### src/rtl/cdb_broadcaster.sv
// Common data bus broadcaster: buffers one result per functional unit and
// drives one buffered result per cycle onto a registered bus, round-robin by tag.
module cdb_broadcaster #(
  parameter int NUM_FU = 8,
  parameter int TAG_W  = 8,
  parameter int DATA_W = 32
) (
  input  logic                     CLOCK_50,
  input  logic                     RESET,
  input  logic [NUM_FU-1:0]        fu_valid,
  input  logic [NUM_FU*DATA_W-1:0] fu_result,
  output logic [NUM_FU-1:0]        fu_ready,
  input  logic                     cdb_hold,
  output logic                     cdb_valid,
  output logic [TAG_W-1:0]         cdb_tag,
  output logic [DATA_W-1:0]        cdb_value,
  output logic [15:0]              cdb_count
);

  localparam int PTR_W = (NUM_FU > 2) ? $clog2(NUM_FU) : 1;
  typedef logic [PTR_W-1:0] slot_t;
  localparam slot_t FIRST_SLOT = slot_t'(1);
  localparam slot_t LAST_SLOT  = slot_t'(NUM_FU - 1);

  logic [NUM_FU-1:0] pending;
  logic [NUM_FU-1:0] pending_next;
  logic [NUM_FU-1:0] capture;
  logic [DATA_W-1:0] result_buf [NUM_FU];
  slot_t             rr_ptr;
  slot_t             grant_idx;
  logic              grant_hit;
  logic              grant_fire;

  // Slot 0 is the "no producer" tag, so its result lane is never consumed.
  logic unused_slot0;
  assign unused_slot0 = ^fu_result[DATA_W-1:0];

  always_comb begin
    fu_ready    = ~pending;
    fu_ready[0] = 1'b0;
  end

  assign capture = fu_valid & fu_ready;

  // Scan NUM_FU-1 slots starting at rr_ptr, wrapping from the last slot back to 1.
  always_comb begin : rr_search
    int unsigned idx;
    slot_t       cand;
    grant_hit = 1'b0;
    grant_idx = FIRST_SLOT;
    idx       = 0;
    cand      = FIRST_SLOT;
    for (int unsigned k = 0; k < NUM_FU - 1; k++) begin
      idx = int'(rr_ptr) + k;
      if (idx >= NUM_FU) idx = idx - (NUM_FU - 1);
      cand = slot_t'(idx);
      if (!grant_hit && pending[cand]) begin
        grant_hit = 1'b1;
        grant_idx = cand;
      end
    end
  end

  assign grant_fire = grant_hit & ~cdb_hold;

  always_comb begin
    pending_next = pending | capture;
    if (grant_fire) pending_next[grant_idx] = 1'b0;
  end

  always_ff @(posedge CLOCK_50) begin
    if (RESET) begin
      pending   <= '0;
      rr_ptr    <= FIRST_SLOT;
      cdb_valid <= 1'b0;
      cdb_tag   <= '0;
      cdb_value <= '0;
      cdb_count <= '0;
      for (int unsigned i = 0; i < NUM_FU; i++) result_buf[i] <= '0;
    end else begin
      pending <= pending_next;
      for (int unsigned i = 1; i < NUM_FU; i++) begin
        if (capture[i]) result_buf[i] <= fu_result[i*DATA_W +: DATA_W];
      end
      if (!cdb_hold) begin
        if (grant_hit) begin
          cdb_valid <= 1'b1;
          cdb_tag   <= TAG_W'(grant_idx);
          cdb_value <= result_buf[grant_idx];
          rr_ptr    <= (grant_idx == LAST_SLOT) ? FIRST_SLOT : grant_idx + FIRST_SLOT;
          cdb_count <= cdb_count + 16'd1;
        end else begin
          cdb_valid <= 1'b0;
          cdb_tag   <= '0;
          cdb_value <= '0;
        end
      end
    end
  end

endmodule
### config.mk
export PLATFORM = sky130hd
export DESIGN_NAME = cdb_broadcaster
export DESIGN_NICKNAME = d
export VERILOG_FILES = /design/src/rtl/cdb_broadcaster.sv
export SDC_FILE = /design/constraint.sdc
export NUM_CORES = 1
export LEC_CHECK = 0
export CAP_MARGIN = 15
export CORE_UTILIZATION = 25
export CTS_CLUSTER_DIAMETER = 40
export DETAILED_ROUTE_END_ITERATION = 7
export HOLD_SLACK_MARGIN = 0.15
export PLACE_DENSITY = 0.53
export SYNTH_ARGS = -nofsm -noshare
export SYNTH_HDL_FRONTEND = slang
export SYNTH_SLANG_ARGS = --single-unit
export TNS_END_PERCENT = 100
### constraint.sdc
create_clock -name CLOCK_50 -period 5.19 [get_ports CLOCK_50]
set_input_delay 1.2975 -clock CLOCK_50 [delete_from_list [all_inputs] [get_ports CLOCK_50]]
set_output_delay 1.2975 -clock CLOCK_50 [all_outputs]
set_load 0.01 [all_outputs]
Word-level counts from Yosys, hierarchy flattened
Memory sizes are Yosys's and may differ from the RTL's.
Index checks and enable logic that the tools add are counted.
- RAM bits: 256
- register bits: 68
- memories kept: 1
- word-level logic and storage cells: 139
- output and inout bits: 65
- input port bits: 267
- memories (name ; depth ; bits a word ; read ports ; clocked after Yosys merged registers in ; wr ports ; line ; RTL):
    result_buf ; 8 ; 32 ; 1 ; 0 ; 8 ; 28 ; logic [DATA_W-1:0] result_buf [NUM_FU];
- mux-type cells: 72
- bitwise gates (word level): 14
- order comparisons: 16
- equality and inequality tests: 1
- reductions and logical operators: 14
- add/subtract/negate cells: 15
- operators with widths (operator ; number):
    32-bit two-way mux ; 8
    3-bit two-way mux ; 16
    1-bit two-way mux ; 39
    3-bit by 4-bit less-than comparator with 1-bit output (second input constant) ; 8
    4-bit >= comparator (second input constant) ; 6
    1-bit binary-select mux with 3-bit select ; 7
    3-bit subtractor (second input constant) ; 7
    16-bit by 1-bit adder with 16-bit output (second input constant) ; 1
    8-bit AND ; 2
    8-bit inverter ; 2
    3-bit by 3-bit adder with 4-bit output (second input constant) ; 3
    3-bit by 2-bit adder with 4-bit output (second input constant) ; 2
    8-bit two-way mux ; 1
    8-bit bitwise OR ; 1
    1-bit logical AND ; 7
    1-bit bitwise OR ; 7
    1-bit logical NOT ; 6
    3-bit by 1-bit adder with 4-bit output (second input constant) ; 1
    3-bit by 4-bit >= comparator with 1-bit output (second input constant) ; 1
    3-bit by 1-bit adder with 3-bit output (second input constant) ; 1
    1-bit demux with 3-bit select ; 1
    3-bit == test (second input constant) ; 1
    3-bit by 1-bit >= comparator with 1-bit output (second input constant) ; 1
    2-bit AND reduction ; 1
    other kinds (2) ; 2

Logic depth before layout (Yosys ltp)
- word-level depth: 30
- gate-level depth with buffers: 19
- depth with buffers taken out: 13

Worst setup path after synthesis
No wires, ideal clock.
- kind: register -> register
- start: register rr_ptr[0]
- end: register cdb_value[17]
- buffers on the path: 4
- data arrival time: 3.957 ns
- stages on the path, launching flop included: 17
- library setup time: 0.140 ns
- path slack: 1.094 ns
- clock period less this slack: 4.096 ns
- required time: 5.050 ns
- path through: dfxtp_1 -> buf_6 -> buf_2 -> clkinv_1 -> ha_1 -> buf_2 -> mux2_2 -> mux2i_1 -> mux2_2 -> nand4b_4 -> or3_4 -> o31a_4 -> nand2_8 -> buf_2 -> mux2_2 -> a22oi_1 -> o32ai_1
- word-level cells in the longest chain between the ends: 25
- elaborated cells between the ends (all ways): 69
- classes of those cells: add/sub: 13; order compare: 7; mux: 36; reduce/logical: 12; memory: 1
- RTL lines (what ; line ; RTL):
    start, declared ; 29 ; slot_t rr_ptr;
    start signal, assigned ; 90 ; rr_ptr <= (grant_idx == LAST_SLOT) ? FIRST_SLOT : grant_idx + FIRST_SLOT;
    parallel branches: the longest is 24 deep, another holds 3-bit by 1-bit adder with 4-bit output ; -- ;
    32-bit two-way mux (*) ; 86 ; if (grant_hit) begin
    end signal, assigned ; 89 ; cdb_value <= result_buf[grant_idx];
    end, declared ; 16 ; output logic [DATA_W-1:0] cdb_value,
Mark *: on every way between the ends. The select of a mux whose other input is x is not followed.
A chain may end at the register's enable or synchronous reset.

Final worst setup path
- start: register rr_ptr[1]
- end: register cdb_value[22]
Same word-level chain as after synthesis.

==> results by group <==
Drt
  • Vias: 10100
  • 1st-iter DRT viols: 675
  • Total Wirelength: 45300 µm
  • DR vias/cell: 4.47
  • DRC viols: 0
  • DR pass1 iterations: 5
  • DR WL/cell: 20.1 µm
  • Antenna Nets Post-Route: 0

Worst setup path
  • CP required: 5.69 ns
  • Slowest cell delay on critical path: 0.97 ns
  • Crit end category: flop
  • CP startpoint kind: flop
  • Worst-path fanout max: 19
  • Critical-path cell list: inv_1 > ha_1 > buf_4 > mux4_2 > nand3_1 > nand3_1 > a41o_1 > a311oi_1 > nor3_1 > nor3_2 > nor3b_4 > a2bb2oi_1 > buf_4 > o211ai_1
  • Slowest CP cell: nor3b_4
  • CP Class: flop to flop
  • WP data arrival: 5.25 ns

Placement
  • Setup WS pre-CTS: 0.422 ns
  • RD Place Congestion: 0.851
  • I/O Buffers: 292
  • DPL Wire Length: 32000 µm
  • Placed instance count: 2155

Synthesis
  • Dominant cells by area after synthesis: edfxtp_1 48%, dfxtp_1 9.0%, and2_1 7.2%
  • Netlist cell types: 80
  • Seq/Total Area, Yosys: 56.7%
  • Most frequent cells after synthesis: 224 x edfxtp_1, 162 x and2_1, 70 x nor2b_1, 63 x dfxtp_1, 63 x mux2_2
  • Number of enable flip-flop cells after synthesis: 224
  • Most frequent cell after synthesis: edfxtp_1
  • Leading area contributor after synthesis: edfxtp_1
  • Avg Inst Size Synth: 12.2 µm²
  • Main synth FF type: edfxtp_1
  • Mapped Area: 14100 µm²
  • Post-synthesis async set-or-reset flop share: 0%
  • Synth Instances: 1157
  • YS warnings: 0
  • Register bit total from synthesis: 287
  • Top-area cell type share of the netlist area: 47.7%

Clock network
  • CTS Buf Count: 53
  • CTS tree: yes
  • Clock-pin slew on the worst setup and hold paths: 0.05 ns
  • H-tree Lvls: 2
  • Clk sink count: 287
  • Clock latency on the worst-skew pair: 0.59 ns
  • Clock buffer depth: 3
  • Hold buffers post-CTS: 0
  • Root buffer cell: clkbuf_16
  • # Post-CTS Setup Buffers: 0
  • Post-CTS sizing: 0

Floorplan
  • Core area: 55400 µm²
  • Initial core utilization: 25.4%
  • Ports: 332
  • DIE WIDTH: 239 µm
  • Die height: 239 µm
  • # rows: 86
  • Die area: 57300 µm²

Hold path
  • Hold WC Path Type: flop to flop

Timing
  • # setup viols final: 0
  • Post-route minimum period: 4.75 ns
  • Final hold slack: 0.463 ns
  • Max Fclk: 210 MHz
  • Setup TNS Final: 0 ns
  • Clock Skews: 0.0296 ns
  • Worst slew margin: 24.5%
  • Final worst setup slack: 0.437 ns
  • Worst Max-Slew Pin Slew: 1.13 ns
  • Unrepaired setup endpoints after global routing: no
  • Max Slew Vio Count: 0
  • Crit share post-route: 91.6%
  • Final Hold Vio Count: 0

Global routing
  • Total Routing Usage GR: 15.7%
  • Initial antenna violation count: 10
  • Largest net degree at the start of global routing: 61
  • First-pass GRT wire length: 65600 µm
  • Vias in the first global route: 10400
  • Gr ovfl total: 0

Power
  • Max VDD drop: 0.506 mV
  • Power per cell area: 672 nW/µm²
  • P_leak: 7.31 nW

Finish
  • Fill cells: 5439
  • Area Growth Syn to Fin: 40.0%
  • Post-Layout Cell Count: 2256
  • Fin nets: 1741
  • Post-layout util: 35.6%
  • Share of cells above drive strength 1: 15.8%

Status
  • Outcome: completed

Run
  • Max Cap Violations: 0
==> critical path: cells and delay by family, from the launching register on <==
kind | cells | cell delay [ns]
buffers and inverters | 3 | 0.61
adder cells (fa/ha/maj) | 1 | 0.41
multiplexers | 1 | 0.52
flip-flops | 1 | 0.55
AO/OA/AOI/OAI | 4 | 0.95
AND/OR/NAND/NOR | 5 | 1.64
==> cell type report <==
cell class | instances | area, µm² | share of cell area (%)
sequential | 287 | 7990 | 40.5
tap | 748 | 936 | 4.74
inverter | 21 | 78.8 | 0.400
multi-input combinational | 762 | 5610 | 28.4
clock inverter | 40 | 443 | 2.25
timing repair buffer | 338 | 3310 | 16.8
clock buffer | 59 | 1360 | 6.89
antenna | 1 | 2.50 | 0.0127
==> layer usage <==
metal / vias to the layer above / GRT usage (%) / wire length, µm
li1: 4839 / - / -
met1: 4826 / 18.7 / 18200
met2: 324 / 27.2 / 22700
met3: 83 / 4.84 / 3310
met4: 18 / 4.00 / 920
met5: - / 0 / 122
==> state kept, by name, summed over array words and instances, names as in the netlist <==
name        count
result_buf    224
cdb_value      32
cdb_count      16
pending         8
cdb_tag         3
rr_ptr          3
cdb_valid       1
==> layout by cell type, fill, tap and decap left out, drive strengths merged, types with 38 or more instances in the layout <==
master,Yosys,final
clkdlybuf4s50,0,291
edfxtp,224,224
and2,162,162
nor2b,70,70
mux2,63,63
dfxtp,63,63
clkbuf,48,59
nand2,56,56
mux2i,56,56
buf,44,47
nor2,47,47
a21oi,38,38
==> worst paths after layout <==
kind,start,end,slack (ns),cells after the start
worst max-delay path,rr_ptr[1]$_SDFFE_PP0P_,cdb_value[22]$_SDFFE_PP0N_,0.44,14
worst min-delay path,cdb_valid$_SDFFE_PP0N_,cdb_valid$_SDFFE_PP0N_,0.46,2
worst max register to register,rr_ptr[1]$_SDFFE_PP0P_,cdb_value[22]$_SDFFE_PP0N_,0.44,14
worst min register to register,cdb_valid$_SDFFE_PP0N_,cdb_valid$_SDFFE_PP0N_,0.46,2
==> report_power, final <==
group          total [mW]  switching [mW]  internal, mW  leakage (nW)
Combinational        6.65            3.71          2.94          3.52
Clock                3.44            1.27          2.17         0.871
Sequential           3.16           0.220          2.94          2.92
==> cells by family (layout without fill, tap and decap cells) <==
family                     Yosys count  count (layout)  synth area share [%]
and+or+nand+nor                    407             407                  16.8
DFF                                287             287                  56.7
AOI/OAI and AO/OA                  196             196                  10.5
muxes                              124             124                  9.90
buffers and inverters              113             458                  3.92
xor gates and xnor gates            18              18                  1.12
adders and majority gates           11              11                 0.977
other                                1               7                0.0266
==> stage by stage <==
step / instance area [µm²] / power, mW
floorplan: 14100 / 7.83
global placement: 17900 / 9.98
detailed placement: 17900 / 10.0
CTS: 19700 / 13.5
global route: 19700 / 14.0
finish: 19700 / 13.3
Power figures use the tool's default switching activity.
==> edit, RTL diff (same flow settings) <==
Set the parameter `NUM_FU` to 16 (it was 8).
--- a/src/rtl/cdb_broadcaster.sv
+++ b/src/rtl/cdb_broadcaster.sv
@@ -3,3 +3,3 @@
 module cdb_broadcaster #(
-  parameter int NUM_FU = 8,
+  parameter int NUM_FU = 16,
   parameter int TAG_W  = 8,
Ports: changed (resized fu_ready, fu_result and fu_valid); port bits go from 332 to 604. The function was not compared with the original's and may differ.
==> edit against the unedited design <==
  * The flow now finishes with violations (negative setup slack)
  * Wire length rose to 3.2 times the old value
  * Critical path depth up 12
  * Sequential cell count up 266
  * Synthesized area up 120%
  * Worst setup slack worse by 0.45 ns
  * Cell area up 140%
  * Synthesized cell count up 130%
  * Critical path type unchanged
  * Critical endpoint is now cdb_value[9]$_SDFFE_PP0N_
Power is not shown: default switching activity piles up to over one toggle a cycle in this logic, so the estimate is an artifact.
==> edit: results <==
set metrics [dict create \
    ctsResizeCount 250 \
    vias 26700 \
    drc 0 \
    multi_input_cells 1890 \
    first_iter_violations 2017 \
    drive_above_1_share_pct 28.09 \
    detail_route.wl_per_cell_um 26.43 \
    clkbuf_count 90 \
    worstPathMaxFanout 10 \
    min_from "cdb_value[8]$_SDFFE_PP0N_" \
    tns_ns -0.03107 \
    whs_endpoint "cdb_value[8]$_SDFFE_PP0N_" \
    arrival_ns 5.81 \
    final.setup.worst_slack_ns -0.01758 \
    fill_cells 11850 \
    synth_edf_count 480 \
    n_all_inverters 36 \
    portBuffers 565 \
    slowest_stage "nor4b_4" \
    crit_start "rr_ptr[1]$_SDFFE_PP0N_" \
    grt_max_degree 211 \
    top_regs "result_buf x480, cdb_value x32" \
    drt-pass1-iter-count 6 \
    antenna_found_initial 15 \
    grt.total_usage_pct 22.37 \
    synth_seq_cells 553 \
    numCtsBuffers 85 \
    postCtsSetupRepairBufs 42 \
    status "finished with violations" \
    cpPeakStageDelay_ns 0.37 \
    synth.area.top_cells "edfxtp_1 (47%), and2_1 (6.1%), mux2i_1 (6.1%)" \
    dieArea_um2 123400 \
    r2r_cells 26 \
    clkCellAreaFrac_pct 6.368 \
    synth_common_cells "edfxtp_1 (480), and2_1 (296), nor2b_1 (220)" \
    multi_input_area_share_pct 31.80 \
    n_antenna_cell 7 \
    violations "negative setup slack" \
    seq_share_pct 33.48 \
    post_dp_cell_area_um2 41310 \
    nNetsFinal 4288 \
    setup_violations 2 \
    finClkSkew_ns 0.05375 \
    num-nonclk-buffers 1172 \
    buffer_area_share_pct 23.75 \
    hold_depth 1 \
    routabilityCongestion 0.9739 \
    clk_latency_ns 0.65 \
    synth_seq_area_share_pct 52.05 \
    dp_hpwl_um 106900 \
    grt_pass1_wl_um 195500 \
    crit_end "cdb_value[9]$_SDFFE_PP0N_" \
]
-- edit: cell types whose count changed after synthesis, sizes merged, moves of 32 or more --
cell / before / now
and2: 162 / 297
nand3: 14 / 46
a21oi: 38 / 82
o2111ai: 0 / 53
clkbuf: 48 / 134
edfxtp: 224 / 480
nand2: 56 / 202
mux2i: 56 / 187
nor2b: 70 / 220
o21ai: 8 / 47
a32o: 0 / 35
buf: 44 / 102
nor2: 47 / 121
a221oi: 2 / 39
-- edit: routing by layer --
layer  GRT usage [%]  part of all wire, %  up-vias
met5               0                0.056        -
met2           36.58                   47     1075
met4           8.527                  3.8       12
met1           28.58                   42    13280
li1                -                    -    12120
met3           5.061                  7.5      215
-- edit: kinds of logic after synthesis --
family	count (synthesis)	synth area share (%)
compound gates	506	12.89
xor+xnor	57	1.711
fa+ha+maj	20	0.8123
buf+inv	272	4.299
flops	553	52.05
mux	254	9.292
other cells	1	0.01230
simple gates	1047	18.93
-- edit: per-stage QoR --
| step | hold slack [ns] | std cells | utilization [%] | worst slack (ns) |
|---|---|---|---|---|
| finish | 0.4628 | 5428 | 39.39 | -0.01758 |
| global route | 0.4793 | 5426 | 39.39 | -0.1591 |
| CTS | 0.4678 | 5366 | 38.23 | -0.02020 |
| detailed placement | 0.4550 | 5164 | 34.29 | -1.121 |
| global placement | 0.4474 | 5164 | 34.29 | -1.136 |
| floorplan | 0.4779 | 2714 | - | 0.02338 |
-- edit: critical path: cells and delay by family (launching register included) --
kind,cells,cell delay (ns)
flip-flops,1,0.35
AO/OA/AOI/OAI,9,1.62
buffers and inverters,11,1.69
AND/OR/NAND/NOR,4,1.05
adder cells (fa/ha/maj),1,0.28
multiplexers,1,0.14
